<file path="src/rtl/cpu_types_pkg.sv">
// rtl/cpu_types_pkg.sv - shared CPU/RAM interface types
package cpu_types_pkg;

    typedef logic [31:0] word_t;

    typedef enum logic [1:0] {
        FREE   = 2'd0,
        BUSY   = 2'd1,
        ACCESS = 2'd2,
        ERROR  = 2'd3
    } ramstate_t;

endpackage

</file>
<file path="src/rtl/ram_arbiter_pkg.sv">
// rtl/ram_arbiter_pkg.sv - arbiter state and requester id types
package ram_arbiter_pkg;

    typedef enum logic {
        IDLE  = 1'b0,
        GRANT = 1'b1
    } arb_state_t;

    // Bit 1 selects the class (0 = icache, 1 = dcache), bit 0 the core.
    typedef enum logic [1:0] {
        I0 = 2'd0,
        I1 = 2'd1,
        D0 = 2'd2,
        D1 = 2'd3
    } req_id_t;

    function automatic req_id_t make_id(input logic is_d, input logic core);
        return req_id_t'({is_d, core});
    endfunction

endpackage

</file>
<file path="src/rtl/ram_arbiter_rr_pick2.sv">
// rtl/ram_arbiter_rr_pick2.sv - two-way round-robin pick within one requester class
module rr_pick2 (
    input  logic [1:0] req,
    input  logic       ptr,
    output logic       valid,
    output logic       win
);

    // A lone requester wins outright; a tie is broken by the class pointer.
    always_comb begin
        valid = |req;
        win   = (&req) ? ptr : req[1];
    end

endmodule

</file>
<file path="src/rtl/ram_arbiter.sv">
// rtl/ram_arbiter.sv - four-way RAM port arbiter for two cores' icache/dcache
module ram_arbiter
    import cpu_types_pkg::*;
    import ram_arbiter_pkg::*;
#(
    parameter int MAX_BEATS = 4,
    parameter int BEAT_W    = 3
) (
    input  logic        CLK,
    input  logic        nRST,
    input  logic [1:0]  iREN,
    input  logic [31:0] iaddr0,
    input  logic [31:0] iaddr1,
    output logic [1:0]  iwait,
    output logic [31:0] iload0,
    output logic [31:0] iload1,
    input  logic [1:0]  dREN,
    input  logic [1:0]  dWEN,
    input  logic [31:0] daddr0,
    input  logic [31:0] daddr1,
    input  logic [31:0] dstore0,
    input  logic [31:0] dstore1,
    output logic [1:0]  dwait,
    output logic [31:0] dload0,
    output logic [31:0] dload1,
    output logic        ramREN,
    output logic        ramWEN,
    output logic [31:0] ramaddr,
    output logic [31:0] ramstore,
    input  logic [31:0] ramload,
    input  logic [1:0]  ramstate
);

    arb_state_t        state, state_n;
    req_id_t           owner, owner_n;
    logic [BEAT_W-1:0] beat_cnt, beat_n;
    logic              i_rr, i_rr_n;
    logic              d_rr, d_rr_n;

    logic [1:0] d_req;
    logic       i_valid, i_win;
    logic       d_valid, d_win;
    logic       owner_is_d, owner_core, owner_req;
    logic       ram_access, last_beat;
    word_t      owner_addr, owner_store;

    assign d_req = dREN | dWEN;

    rr_pick2 u_i_pick (
        .req   (iREN),
        .ptr   (i_rr),
        .valid (i_valid),
        .win   (i_win)
    );

    rr_pick2 u_d_pick (
        .req   (d_req),
        .ptr   (d_rr),
        .valid (d_valid),
        .win   (d_win)
    );

    assign owner_is_d = owner[1];
    assign owner_core = owner[0];
    assign ram_access = (ramstate_t'(ramstate) == ACCESS);
    assign last_beat  = (beat_cnt == BEAT_W'(MAX_BEATS - 1));

    // Owner's live request and pass-through address/data selection.
    always_comb begin
        owner_req   = 1'b0;
        owner_addr  = '0;
        owner_store = '0;
        if (owner_is_d) begin
            owner_req   = d_req[owner_core];
            owner_addr  = owner_core ? daddr1 : daddr0;
            owner_store = owner_core ? dstore1 : dstore0;
        end else begin
            owner_req  = iREN[owner_core];
            owner_addr = owner_core ? iaddr1 : iaddr0;
        end
    end

    // Arbiter state, owner, beat count and class round-robin pointers.
    always_ff @(posedge CLK or negedge nRST) begin
        if (!nRST) begin
            state    <= IDLE;
            owner    <= I0;
            beat_cnt <= '0;
            i_rr     <= 1'b0;
            d_rr     <= 1'b0;
        end else begin
            state    <= state_n;
            owner    <= owner_n;
            beat_cnt <= beat_n;
            i_rr     <= i_rr_n;
            d_rr     <= d_rr_n;
        end
    end

    // Next-state: arbitrate in IDLE, count beats and release in GRANT.
    always_comb begin
        state_n = state;
        owner_n = owner;
        beat_n  = beat_cnt;
        i_rr_n  = i_rr;
        d_rr_n  = d_rr;
        case (state)
            IDLE: begin
                // dcaches always beat icaches; RR only breaks ties inside a class
                if (d_valid) begin
                    owner_n = make_id(1'b1, d_win);
                    state_n = GRANT;
                end else if (i_valid) begin
                    owner_n = make_id(1'b0, i_win);
                    state_n = GRANT;
                end
            end
            GRANT: begin
                if (!owner_req || (ram_access && last_beat)) begin
                    // Release: point the class away from the departing owner.
                    state_n = IDLE;
                    beat_n  = '0;
                    if (owner_is_d) begin
                        d_rr_n = ~owner_core;
                    end else begin
                        i_rr_n = ~owner_core;
                    end
                end else if (ram_access) begin
                    beat_n = beat_cnt + BEAT_W'(1);
                end
            end
            default: begin
                state_n = IDLE;
            end
        endcase
    end

    // RAM strobes, waits and loads; everything idles unless a grant is live.
    always_comb begin
        ramREN   = 1'b0;
        ramWEN   = 1'b0;
        ramaddr  = '0;
        ramstore = '0;
        iwait    = 2'b11;
        dwait    = 2'b11;
        iload0   = '0;
        iload1   = '0;
        dload0   = '0;
        dload1   = '0;
        if (state == GRANT) begin
            ramaddr  = owner_addr;
            ramstore = owner_store;
            if (owner_req) begin
                if (owner_is_d && dWEN[owner_core]) begin
                    ramWEN = 1'b1;
                end else begin
                    ramREN = 1'b1;
                end
            end
            if (owner_is_d) begin
                dwait[owner_core] = ~(owner_req && ram_access);
                if (owner_core) begin
                    dload1 = ramload;
                end else begin
                    dload0 = ramload;
                end
            end else begin
                iwait[owner_core] = ~(owner_req && ram_access);
                if (owner_core) begin
                    iload1 = ramload;
                end else begin
                    iload0 = ramload;
                end
            end
        end
    end

endmodule
</file>
<file path="config.mk">
export PLATFORM = sky130hd
export DESIGN_NAME = ram_arbiter
export DESIGN_NICKNAME = d
export VERILOG_FILES = /design/src/rtl/cpu_types_pkg.sv /design/src/rtl/ram_arbiter_pkg.sv /design/src/rtl/ram_arbiter_rr_pick2.sv /design/src/rtl/ram_arbiter.sv
export SDC_FILE = /design/constraint.sdc
export NUM_CORES = 1
export LEC_CHECK = 0
export BUFFER_PORTS_ARGS = -buffer_cell sky130_fd_sc_hd__buf_2
export CAP_MARGIN = 10
export CORE_AREA = 5 5 166 168
export DETAILED_ROUTE_END_ITERATION = 12
export DIE_AREA = 0 0 171 173
export GPL_ROUTABILITY_DRIVEN = 0
export HOLD_SLACK_MARGIN = 0.06
export PLACE_DENSITY = 0.39
export SLEW_MARGIN = 20
export SYNTH_ARGS = -nofsm -noshare
export SYNTH_HDL_FRONTEND = slang
export SYNTH_SLANG_ARGS = --single-unit
</file>
<file path="constraint.sdc">
create_clock -name CLK -period 1.45 [get_ports CLK]
set_input_delay 0.145 -clock CLK [delete_from_list [all_inputs] [get_ports CLK]]
set_output_delay 0.145 -clock CLK [all_outputs]
set_load 0.05 [all_outputs]
</file>
* Word-level counts from Yosys, hierarchy flattened
Index checks and enable logic that the tools add are counted.
Operators by class: reductions and logical operators 16, order comparisons 2, equality and inequality tests 2, add/subtract/negate cells 1, bitwise operators 7, multiplexer cells 46
Operators by type and width (count):
- 2-to-1 mux 32 bit | 17
- 2-to-1 mux 1 bit | 19
- 2-to-1 mux 2 bit | 6
- AND reduction 2 bit | 4
- 2-to-1 mux 3 bit | 2
- AND reduction 3 bit | 2
- logical AND 1 bit | 4
- NOT 1 bit | 4
- bitwise OR 2 bit | 2
- nonzero test 2 bit | 2
- OR reduction 2 bit | 2
- adder 3 x 1 -> 3 bit, second input constant | 1
- == test 3 x 2 -> 1 bit, second input constant | 1
- == test 2 bit, second input constant | 1
- less-than comparator 1 x 2 -> 1 bit, second input constant | 1
- NOT 2 bit | 1
- one-hot mux 1 bit (2 select lines) | 1
- demux 1 bit (select 1 bit) | 1
- >= comparator 1 bit, second input constant | 1
- zero test 1 bit | 1
- logical OR 1 bit | 1
Word-level totals: input bits 234, output and inout bits 198, logic and storage cells 79, flip-flop bits (word level) 8

* Logic depth before layout (Yosys ltp)
Gate-level depths: netlist of the first run.
word-level depth 9, depth in mapped cells 6, depth with buffers taken out 6

* Hierarchy
Synthesis of the first run repeated with hierarchy kept, for this count alone.
Second synthesis, totals: cells, all modules 359, area, all modules 2914.0 um^2
Modules (own cells, without submodules):
- ram_arbiter | cells each 353, area an instance 2879.0 um^2, instances 1, seq. area each 200.2 um^2
- rr_pick2 | cells each 3, area an instance 17.5 um^2, instances 2, seq. area each 0.0 um^2

* Worst setup path before layout of the first run
No wires, ideal clock.
path type reg-to-output, start register owner[0], end output ramREN, data required time 1.305 ns, arrival time 1.939 ns, buffers on the path 1, setup slack -0.634 ns, stages on the path, launching flop included 5, cells stage by stage dfrtp_1 > buf_6 > mux4_2 > nand2b_1 > a21oi_1
On the way: longest elaborated chain between the ends 6, elaborated cells between the ends (all ways) 11, classes of those cells mux (10); reduce/logical (1)
RTL lines:
- start, declared | RTL line ram_arbiter.sv:35 | req_id_t owner, owner_n;
- start signal, assigned | RTL line ram_arbiter.sv:93 | owner <= owner_n;
- 2-to-1 mux 1 bit (not written as such) (2 in a row) | RTL line ram_arbiter.sv:154 | if (owner_is_d && dWEN[owner_core]) begin
- logical AND 1 bit | RTL line ram_arbiter.sv:154
- 2-to-1 mux 1 bit | RTL line ram_arbiter.sv:154
- 2-to-1 mux 1 bit * | RTL line ram_arbiter.sv:153 | if (owner_req) begin
- 2-to-1 mux 1 bit * | RTL line ram_arbiter.sv:150 | if (state == GRANT) begin
- end, declared | RTL line ram_arbiter.sv:26 | output logic ramREN,
Every way passes the cells marked *; elsewhere a longest branch is shown, timed or not. The select of a mux whose other input is x is not followed.

* Worst setup path in the final report of the first run
start register owner[0], end output ramaddr[29]
On the way: longest elaborated chain between the ends 3, elaborated cells between the ends (all ways) 4, classes of those cells mux (4)
RTL lines:
- 2-to-1 mux 32 bit, on equally long branches | RTL line ram_arbiter.sv:79, ram_arbiter.sv:75
- 2-to-1 mux 32 bit * | RTL line ram_arbiter.sv:73 | if (owner_is_d) begin
- 2-to-1 mux 32 bit * | RTL line ram_arbiter.sv:150
- end, declared | RTL line ram_arbiter.sv:28 | output logic [31:0] ramaddr,
Every way passes the cells marked *; elsewhere a longest branch is shown, timed or not.

==> implementation parameters, run 1 <==
Parameter                              Value

GRT
  Remaining global-route overflow    0
  Total Routing Usage GR    between 10% and 20%
  First-pass GRT wire length    ~30000 microns
  Antenna violations before repair    0
  Via count of the first global-routing pass    4964
  Pin count of the biggest net entering global routing    34

Logic synthesis
  Top-area cell type share of the netlist area    about 28%
  Post-synth net total    588
  Leading post-synthesis cells by cell area    and2_1 (28%), mux4_2 (26%), mux2i_1 (11%)
  Library cells used by synthesis    29
  Post-synthesis area per instance    ~8.1 sq um
  Post-Synthesis Cells    352
  Count of warnings emitted by yosys    0
  Share of the yosys chip area belonging to registers    about 7%
  Synthesized cell area    0.002846 sq mm
  Register bit total from synthesis    8
  Most area-hungry cell type in the Yosys netlist    and2_1

Floorplan
  Effective utilization at floorplan    between 10% and 20%
  Die Height    173 microns
  Row count    roughly 60
  Chip Width    171 microns
  I/O pin count    432
  Die Outline Area    0.02958 sq mm
  Std-Cell Core Area    0.02576 sq mm

Setup path
  CP delay by family, top    flip-flops
  Series of cell instances along the critical path    buf_4 -> clkbuf_16 -> mux4_2 -> and2_4 -> buf_6
  Element type at the critical path end    primary output
  Max FO, Critical Path    6
  Worst Path Class, Setup    reg -> out
  Buf/Inv on CP    3
  Slowest cell on crit path    dfrtp_4
  Required time at the worst-slack endpoint    1310 ps
  Critical path data arrival time    1790 ps
  CP max stage delay    510 ps
  Critical Path Start Type    register

Cells and area
  FF/Latch Area    206.4 sq um
  Most common cell after layout, fill and taps aside    buf_2
  Final core utilization    34.23%
  Area of combinational cells with multiple inputs    0.003638 sq mm
  Number of nets at the end of the flow    about 1100
  Most frequent cells in the layout    buf_2 (233), buf_6 (124), and2_4 (110)
  # diodes    0
  P&R area growth vs syn    209.8%
  Fill cell total of the finished layout    2636
  Area of all placed cells without fillers    0.008818 sq mm
  Share of layout cells above drive strength 1    94.10%

Route
  Ratio of routed vias to standard cells    3.936
  Average wire per cell in the routed design    18.43 microns
  Number of detailed-routing iterations run before antenna repair    4
  Iteration-0 DRC Markers    91
  DRC violation count after routing    0
  Final antenna-violating net count    0
  Total via count in the routed design    4586
  Post-Route WL    21470 microns

Timing
  Achievable clock frequency    between 500 and 600 MHz
  Endpoints failing setup    201
  Max-slew violations    0
  Final period util    133.7%
  Least setup slack across all paths after layout    -489.3 ps
  Slew HR    74.67%
  Time the worst path needs with I/O delays and setup    1939 ps
  Slew of the pin with the lowest slew margin    around 380 ps
  RSZ-0062 raised after global routing    true
  Worst hold-check slack    318.4 ps
  Post-Route Skew    5.418 ps
  Final hold violation count    0

Clock tree
  Number of levels in the clock H-tree    1
  Number of buffers between clock root and the deepest sink    2
  Cell chosen for the clock root    clkbuf_16
  Clock sink count    8
  Clock tree from TritonCTS    built
  Number of buffers created by CTS    3
  Clock transition at the registers of the reported paths    around 40 ps
  Insertion delay of the later-clocked pin in the worst-skew pair    around 230 ps

Outcome
  Violated checks    setup timing
  Run status    complete, but fails checks

Power
  Power Total    22.64 mW
  Worst IR Drop VDD    1251 uV
  Leakage power summed over all cells    between 4 and 5 nW
  Areal power density over the cells    2567 mW/mm^2

Placement
  Port bufs    431
  Post-DP Area    0.006566 sq mm
  Placed wire-length estimate    about 16000 microns

Worst hold path
  Worst min-delay path class    in -> async

Run
  Number of max-cap violations    0
==> cell usage after synthesis <==
master	count
a21oi_1	7
a22o_1	2
a31oi_1	2
and2_0	1
and2_1	128
and3_1	33
buf_1	1
buf_2	9
buf_6	1
clkbuf_1	24
dfrtp_1	8
ha_1	2
inv_1	5
mux2_2	2
mux2i_1	32
mux4_2	33
nand2_1	6
nand2b_1	3
nand3_1	1
nand3b_1	1
nor2_1	40
nor2b_1	1
nor4_1	1
nor4b_4	1
o211ai_1	1
o21ai_0	3
o21ai_1	1
o21bai_1	1
o22ai_1	2
==> cells by family after synthesis <==
logic type | share of synthesized area (%)
simple gates | 44.04
mux | 38.15
buf+inv | 5.934
compound gates | 3.956
flops | 7.033
fa+ha+maj | 0.8790
==> routing by layer <==
metal  up-vias  track usage, %  part of all wire, %
met5         -               0                    0
met1      2162           15.38                   38
met4         0           1.122                  1.4
met3        23           3.059                  7.0
met2       206           24.06                   53
li1       2195               -                    -
==> layout make-up <==
class / instances / share of cell area (%)
clock buffer: 4 / 0.8939
inverter: 5 / 0.2128
multi-input combinational: 304 / 41.26
sequential: 8 / 2.341
tap: 335 / 4.753
timing repair buffer: 509 / 50.54
==> flip-flops by register name, summed over array words and instances (netlist names) <==
| register | flops |
|---|---|
| beat_cnt | 3 |
| owner | 2 |
| state | 1 |
| i_rr | 1 |
| d_rr | 1 |
==> stage by stage <==
stage	TNS, ps	cells	setup WS (ps)
final	-72570	1165	-489.3
after global routing	-84520	1165	-541.3
after CTS	-76950	1144	-501.5
after detailed placement	-38550	1130	-301.7
after global placement	-39050	1130	-300.5
after floorplan	-7468	352	-202.1
==> worst paths after layout <==
path / start / to / slack, ps / cells after the start
setup / recovery: owner[0] / ramaddr[29] / -490 / 5
hold / removal: nRST / d_rr / 320 / 2
setup reg to reg: owner[0] / beat_cnt[0] / -290 / 4
hold reg to reg: beat_cnt[2] / beat_cnt[2] / 500 / 1
max in group asynchronous: nRST / owner[0] / 920 / 2
min in group CLK: iREN[0] / i_rr / 320 / 5
==> where the power goes <==
part           leakage, nW  internal [mW]  switching [mW]
clock network       0.0382          0.367           0.110
logic                 4.04           9.81            11.9
registers           0.0987          0.324           0.143
total                 4.18           10.5            12.1
==> repair_timing <==
action,in CTS,in global routing
setup endpoints to repair,202,204
resized for setup,351,158
hold buffers,1,0
pin swaps,4,11
cloned,3,8
buffers inserted,6,14
hold endpoints to repair,8,0
No activity file was read; power rests on OpenSTA's default activity.
==> inputs of run 2 (changes only) <==
MAX_ROUTING_LAYER = met4   (was unset)
SKIP_CTS_REPAIR_TIMING = 1   (was unset)
==> run 2 against run 1 <==
Effect of this change: largest cell class unchanged; sequential power fell by 0.9%; the flow still finishes with violations (setup timing); clock power barely moved; utilization fell by 4.5 points; critical endpoint is now dwait[1]; design area fell by 13%; first-iteration DRC count rose by 64%.
==> implementation parameters, run 2 (synthesis results as in run 1) <==
Parameter                              Value

Route
  Length of routed met3 wiring    1097 microns (-27%)
  Length of routed wiring on met1    8313 microns (+1.5%)
  Ratio of routed vias to standard cells    3.898 (-0.97%)
  Number of detailed-routing iterations run before antenna repair    4 (unchanged)
  Average wire per cell in the routed design    17.87 microns (-3.1%)
  Post-Route WL    20530 microns (-4.4%)
  Final antenna-violating net count    0 (unchanged)
  Metal2 WL    10980 microns (-4.4%)
  DRC violation count after routing    0 (unchanged)
  Total via count in the routed design    4479 (-2.3%)
  Highest metal layer with signal wires    met4
  Iteration-0 DRC Markers    149 (+64%)

Timing
  Post-Route Skew    5.236 ps (-0.1815 ps)
  Final hold violation count    0 (unchanged)
  Max-slew violations    0 (unchanged)
  Endpoints failing setup    203 (+1.0%)
  RSZ-0062 raised after global routing    true
  Time the worst path needs with I/O delays and setup    1971 ps (+32.21 ps)
  Setup TNS    -79340 ps (-6769 ps)
  Final period util    136.0% (+2.2 points)
  Least setup slack across all paths after layout    -521.5 ps (-32.21 ps)
  Slew of the pin with the lowest slew margin    370.3 ps (-8.804 ps)
  Worst hold-check slack    317.4 ps (-1.008 ps)
  Achievable clock frequency    507.2 MHz (-1.6%)
  Slew HR    75.20% (+0.52 points)

Setup path
  Startpoint of the most critical register-to-register path    owner[0]
  Buf/Inv on CP    2 (-1)
  CP delay by family, top    multiplexers
  Max FO, Critical Path    6 (unchanged)
  Element type at the critical path end    primary output
  Series of cell instances along the critical path    mux4_2 -> nor2_4 -> buf_12 -> nand3_4 -> buf_6
  Cell count of the worst reg-to-reg path    5 (+1)
  Slowest cell on crit path    mux4_2
  Terminus of the critical flop-to-flop path    beat_cnt[0]
  Critical path data arrival time    1830 ps (+40 ps)
  Required time at the worst-slack endpoint    1310 ps (about the same)
  Worst Path Class, Setup    reg -> out
  CP max stage delay    590 ps (+80 ps)
  Reg-to-reg setup timing slack    -480 ps (-190 ps)
  Critical Path Start Type    register

Floorplan
  Chip Width    171 microns (unchanged)
  Row count    59 (unchanged)
  Die Height    173 microns (unchanged)
  Die Outline Area    0.02958 sq mm (unchanged)
  Effective utilization at floorplan    11.05% (unchanged)
  I/O pin count    432 (unchanged)
  Std-Cell Core Area    0.02576 sq mm (unchanged)

Clock tree
  Clock transition at the registers of the reported paths    40 ps (about the same)
  Number of levels in the clock H-tree    1 (unchanged)
  Number of buffers created by CTS    3 (unchanged)
  Cell chosen for the clock root    clkbuf_16
  Number of buffers between clock root and the deepest sink    2 (unchanged)
  Clock tree from TritonCTS    built
  Clock sink count    8 (unchanged)
  Insertion delay of the later-clocked pin in the worst-skew pair    230 ps (about the same)

GRT
  Antenna violations before repair    0 (unchanged)
  Total Routing Usage GR    12.27% (-0.60 points)
  Remaining global-route overflow    0 (unchanged)
  First-pass GRT wire length    28030 microns (-7.0%)
  Via count of the first global-routing pass    4661 (-6.1%)
  Pin count of the biggest net entering global routing    34 (unchanged)

Worst hold path
  Worst min-delay path class    in -> async

Cells and area
  Area of all placed cells without fillers    0.007659 sq mm (-13%)
  Largest reg by FF count    beat_cnt
  Number of nets at the end of the flow    1051 (-1.5%)
  Most frequent cells in the layout    buf_2 (274), and2_4 (108), buf_4 (73)
  Non-Filler Instances    1149 (-1.4%)
  Share of layout cells above drive strength 1    92.75% (-1.3 points)
  Flip-flop count of the largest register after layout    3 (unchanged)
  Fill cell total of the finished layout    2776 (+5.3%)
  Most common cell after layout, fill and taps aside    buf_2
  P&R area growth vs syn    169.1%
  # diodes    0 (unchanged)
  Leading registers by flop count    beat_cnt: 3 flops, owner: 2 flops

Placement
  Placed wire-length estimate    16420 microns (unchanged)
  Post-DP Area    0.006566 sq mm (unchanged)
  Port bufs    431 (unchanged)
  DP Cell Count    1130 (unchanged)

Run
  Number of max-cap violations    0 (unchanged)

Power
  Leakage power summed over all cells    3.807 nW (-8.8%)
  Worst IR Drop VDD    1286 uV (+2.8%)
  Areal power density over the cells    2543 mW/mm^2 (-0.95%)

Outcome
  Run status    complete, but fails checks
  Violated checks    setup timing
==> run 2: cell count changes in the layout (fill, tap and decap cells not counted), moves of 3 or more <==
cell      previous run  this run
buf_6              124        52
mux2i_1              3         9
mux2i_2              2        15
buf_4               80        73
buf_8               39         2
nand2_2              0         3
mux2i_4             27         8
clkbuf_4             0        68
buf_2              233       274
buf_12              22        17
==> run 2: layer usage <==
| layer | vias to the layer above | GRT usage [%] |
|---|---|---|
| li1 | 2152 | - |
| met1 | 2126 | 15.17 |
| met2 | 187 | 21.90 |
| met3 | 14 | 2.032 |
| met4 | 0 | 0.8254 |
| met5 | - | - |
==> run 2: per-stage QoR <==
stage                     power, mW  worst slack [ps]  util (%)
after floorplan               12.85            -202.1         -
after global placement        16.98            -300.5     25.49
after detailed placement      16.94            -301.7     25.49
after CTS                     17.46            -554.9     25.79
after global routing          20.36            -584.3     29.73
final                         19.47            -521.5     29.73
==> run 2: layout make-up <==
type,count,area [sq um],share of cell area (%)
sequential,8,206.4,2.696
clock buffer,4,78.83,1.029
tap,335,419.2,5.473
multi-input combinational,304,3387,44.22
inverter,5,18.77,0.2451
timing repair buffer,493,3548,46.33
==> run 2: report_power, final <==
group,switching [mW],total (mW),internal (mW)
clock network,0.112,0.479,0.367
registers,0.138,0.463,0.324
logic,11.1,18.5,7.41
==> run 2: how the worst max path moves through the flow <==
stage | start | end | slack (ps) | depth (start not counted)
CTS | owner[0] | dwait[1] | -550 | 5
finish | owner[0] | dwait[1] | -520 | 5
detailed placement | owner[0] | dwait[1] | -300 | 5
floorplan | owner[0] | ramREN | -200 | 4
global route | owner[0] | dwait[1] | -580 | 5
global placement | owner[0] | dwait[1] | -300 | 5
==> run 2: worst reg2reg max path, stage by stage, from the launching register on <==
cell	delay, ps
dfrtp_4	490
mux4_2	590
buf_4	170
buf_6	110
nor4b_4	310
mux2_4	200
==> inputs of run 3 (changes only) <==
==> constraint.sdc (replaced) <==
create_clock -name CLK -period 1.45 [get_ports CLK]
set_input_delay 0.145 -clock CLK [delete_from_list [all_inputs] [get_ports CLK]]
set_output_delay 0.145 -clock CLK [all_outputs]
set_load 0.02 [all_outputs]
==> run 3 against run 2 <==
Effect of this change: the run still ends with setup timing left; design area fell by 13%; sequential share of layout area grew 0.38 points; sequential power is 2% lower; via count rose by 0.92%; utilization is 3.8 points lower; worst setup slack got worse by 13 ps; combinational power shrank 37%; non-clock buffer count down 5; cell count shrank 0.35%; fmax fell by 0.67%; worst hold slack lost 25 ps.
==> implementation parameters, run 3 (synthesis results as in run 1) <==
Parameter                              Value

Power
  Areal power density over the cells    1901 mW/mm^2 (-25%)
  Leakage power summed over all cells    3.721 nW (-2.3%)
  Worst IR Drop VDD    691.0 uV (-46%)

Setup path
  Start point of the critical path    owner[0]
  Slowest cell on crit path    mux4_2
  Worst Path Class, Setup    reg -> out
  Max FO, Critical Path    7 (+1)
  Reg-to-reg setup timing slack    -400 ps (+80 ps)
  Element type at the critical path end    primary output
  CP delay by family, top    multiplexers
  Cell count of the worst reg-to-reg path    5 (unchanged)
  Most Frequent Cell on Critical Path    buf_6
  Series of cell instances along the critical path    mux4_2 -> buf_6 -> nand2b_4 -> a21oi_4 -> buf_6
  Buf/Inv on CP    2 (unchanged)
  CP max stage delay    580 ps (about the same)
  Count of cell instances traversed by the critical path    5 (unchanged)
  Critical path data arrival time    1840 ps (about the same)
  Critical Path Start Type    register
  Worst setup endpoint    ramREN
  Required time at the worst-slack endpoint    1310 ps (about the same)
  Terminus of the critical flop-to-flop path    beat_cnt[0]
  Startpoint of the most critical register-to-register path    owner[0]

Clock tree
  Number of buffers created by CTS    3 (unchanged)
  Clock tree from TritonCTS    built
  Cell chosen for the clock root    clkbuf_16
  Clock transition at the registers of the reported paths    40 ps (about the same)
  Clock sink count    8 (unchanged)
  Number of buffers between clock root and the deepest sink    2 (unchanged)
  Insertion delay of the later-clocked pin in the worst-skew pair    230 ps (about the same)
  Number of levels in the clock H-tree    1 (unchanged)

GRT
  First-pass GRT wire length    26540 microns (-5.3%)
  Pin count of the biggest net entering global routing    39 (+15%)
  Remaining global-route overflow    0 (unchanged)
  Via count of the first global-routing pass    4677 (+0.34%)
  Total Routing Usage GR    11.66% (-0.61 points)
  Antenna violations before repair    4 (+4)

Placement
  Post-Place Worst Slack    -395.2 ps (-93.50 ps)
  Placed wire-length estimate    15900 microns (-3.2%)
  Port bufs    431 (unchanged)
  Post-DP Area    0.005753 sq mm (-12%)

Timing
  Slew of the pin with the lowest slew margin    393.3 ps (+22.97 ps)
  Final hold violation count    0 (unchanged)
  Time the worst path needs with I/O delays and setup    1985 ps (+13.22 ps)
  Achievable clock frequency    503.9 MHz (-0.67%)
  Slew HR    73.54% (-1.7 points)
  Post-Route Skew    3.657 ps (-1.580 ps)
  Least setup slack across all paths after layout    -534.7 ps (-13.22 ps)
  RSZ-0062 raised after global routing    true
  Final period util    136.9% (+0.91 points)
  Endpoints failing setup    201 (-0.99%)
  Max-slew violations    0 (unchanged)

Route
  Average wire per cell in the routed design    17.58 microns (-1.6%)
  Iteration-0 DRC Markers    112 (-25%)
  Total via count in the routed design    4520 (+0.92%)
  Final antenna-violating net count    0 (unchanged)
  Post-Route WL    20130 microns (-1.9%)
  Number of detailed-routing iterations run before antenna repair    4 (unchanged)
  Ratio of routed vias to standard cells    3.948 (+1.3%)
  DRC violation count after routing    0 (unchanged)

Cells and area
  Number of nets at the end of the flow    1046 (-0.48%)
  P&R area growth vs syn    134.3%
  Fill cell total of the finished layout    2838 (+2.2%)
  Flip-flop count of the largest register after layout    3 (unchanged)
  Most frequent cells in the layout    buf_2 (335), buf_4 (92), and2_1 (90)
  Largest reg by FF count    beat_cnt
  Most common cell after layout, fill and taps aside    buf_2
  Area of all placed cells without fillers    0.006670 sq mm (-13%)
  Final core utilization    25.89% (-3.8 points)
  Share of layout cells above drive strength 1    72.31% (-20 points)
  Leading registers by flop count    beat_cnt: 3 flops, owner: 2 flops

Floorplan
  I/O pin count    432 (unchanged)
  Die Outline Area    0.02958 sq mm (unchanged)
  Chip Width    171 microns (unchanged)
  Effective utilization at floorplan    11.05% (unchanged)
  Row count    59 (unchanged)
  Std-Cell Core Area    0.02576 sq mm (unchanged)
  Die Height    173 microns (unchanged)

Worst hold path
  Worst min-delay path class    in -> async

Outcome
  Run status    complete, but fails checks
  Violated checks    setup timing

Run
  Number of max-cap violations    0 (unchanged)
run 3: routing by layer:
layer / up-vias / wire length (microns) / GRT usage [%] / share of wire (%)
li1: 2141 / - / - / -
met1: 2074 / 6909 / 11.66 / 34
met2: 283 / 11030 / 23.59 / 55
met3: 22 / 1840 / 1.347 / 9.1
met4: 0 / 348 / 2.575 / 1.7
met5: - / 0 / - / 0
run 3: power by group:
group | internal (mW) | switching, mW
Clock | 0.367 | 0.116
Combinational | 5.57 | 6.17
Sequential | 0.321 | 0.133
run 3: cell type report:
| class | count | area (sq um) | share of cell area (%) |
|---|---|---|---|
| clock buffers | 4 | 78.83 | 1.182 |
| inverters | 5 | 18.77 | 0.2814 |
| well taps | 335 | 419.2 | 6.284 |
| repair buffers | 488 | 3273 | 49.07 |
| diodes | 1 | 2.502 | 0.03752 |
| flip-flops and latches | 8 | 205.2 | 3.076 |
| multi-input cells | 304 | 2673 | 40.07 |
run 3: worst min-delay path by stage:
stage,startpoint,end,slack [ps],cells after the start
after floorplan,nRST,beat_cnt[0],-150,0
after global placement,nRST,beat_cnt[2],10,1
after detailed placement,nRST,beat_cnt[1],10,1
after CTS,nRST,beat_cnt[1],-230,1
after global routing,nRST,owner[0],340,2
final,nRST,owner[0],290,2
run 3: stage by stage:
step | hold slack, ps | std cells | power (mW) | TNS, ps
finish | 292.9 | 1145 | 12.68 | -62960
global route | 337.1 | 1145 | 13.55 | -76510
CTS | -234.1 | 1126 | 11.07 | -66740
detailed placement | 11.45 | 1122 | 10.55 | -20530
global placement | 13.76 | 1122 | 10.63 | -19270
floorplan | -150.6 | 352 | 6.780 | -2344
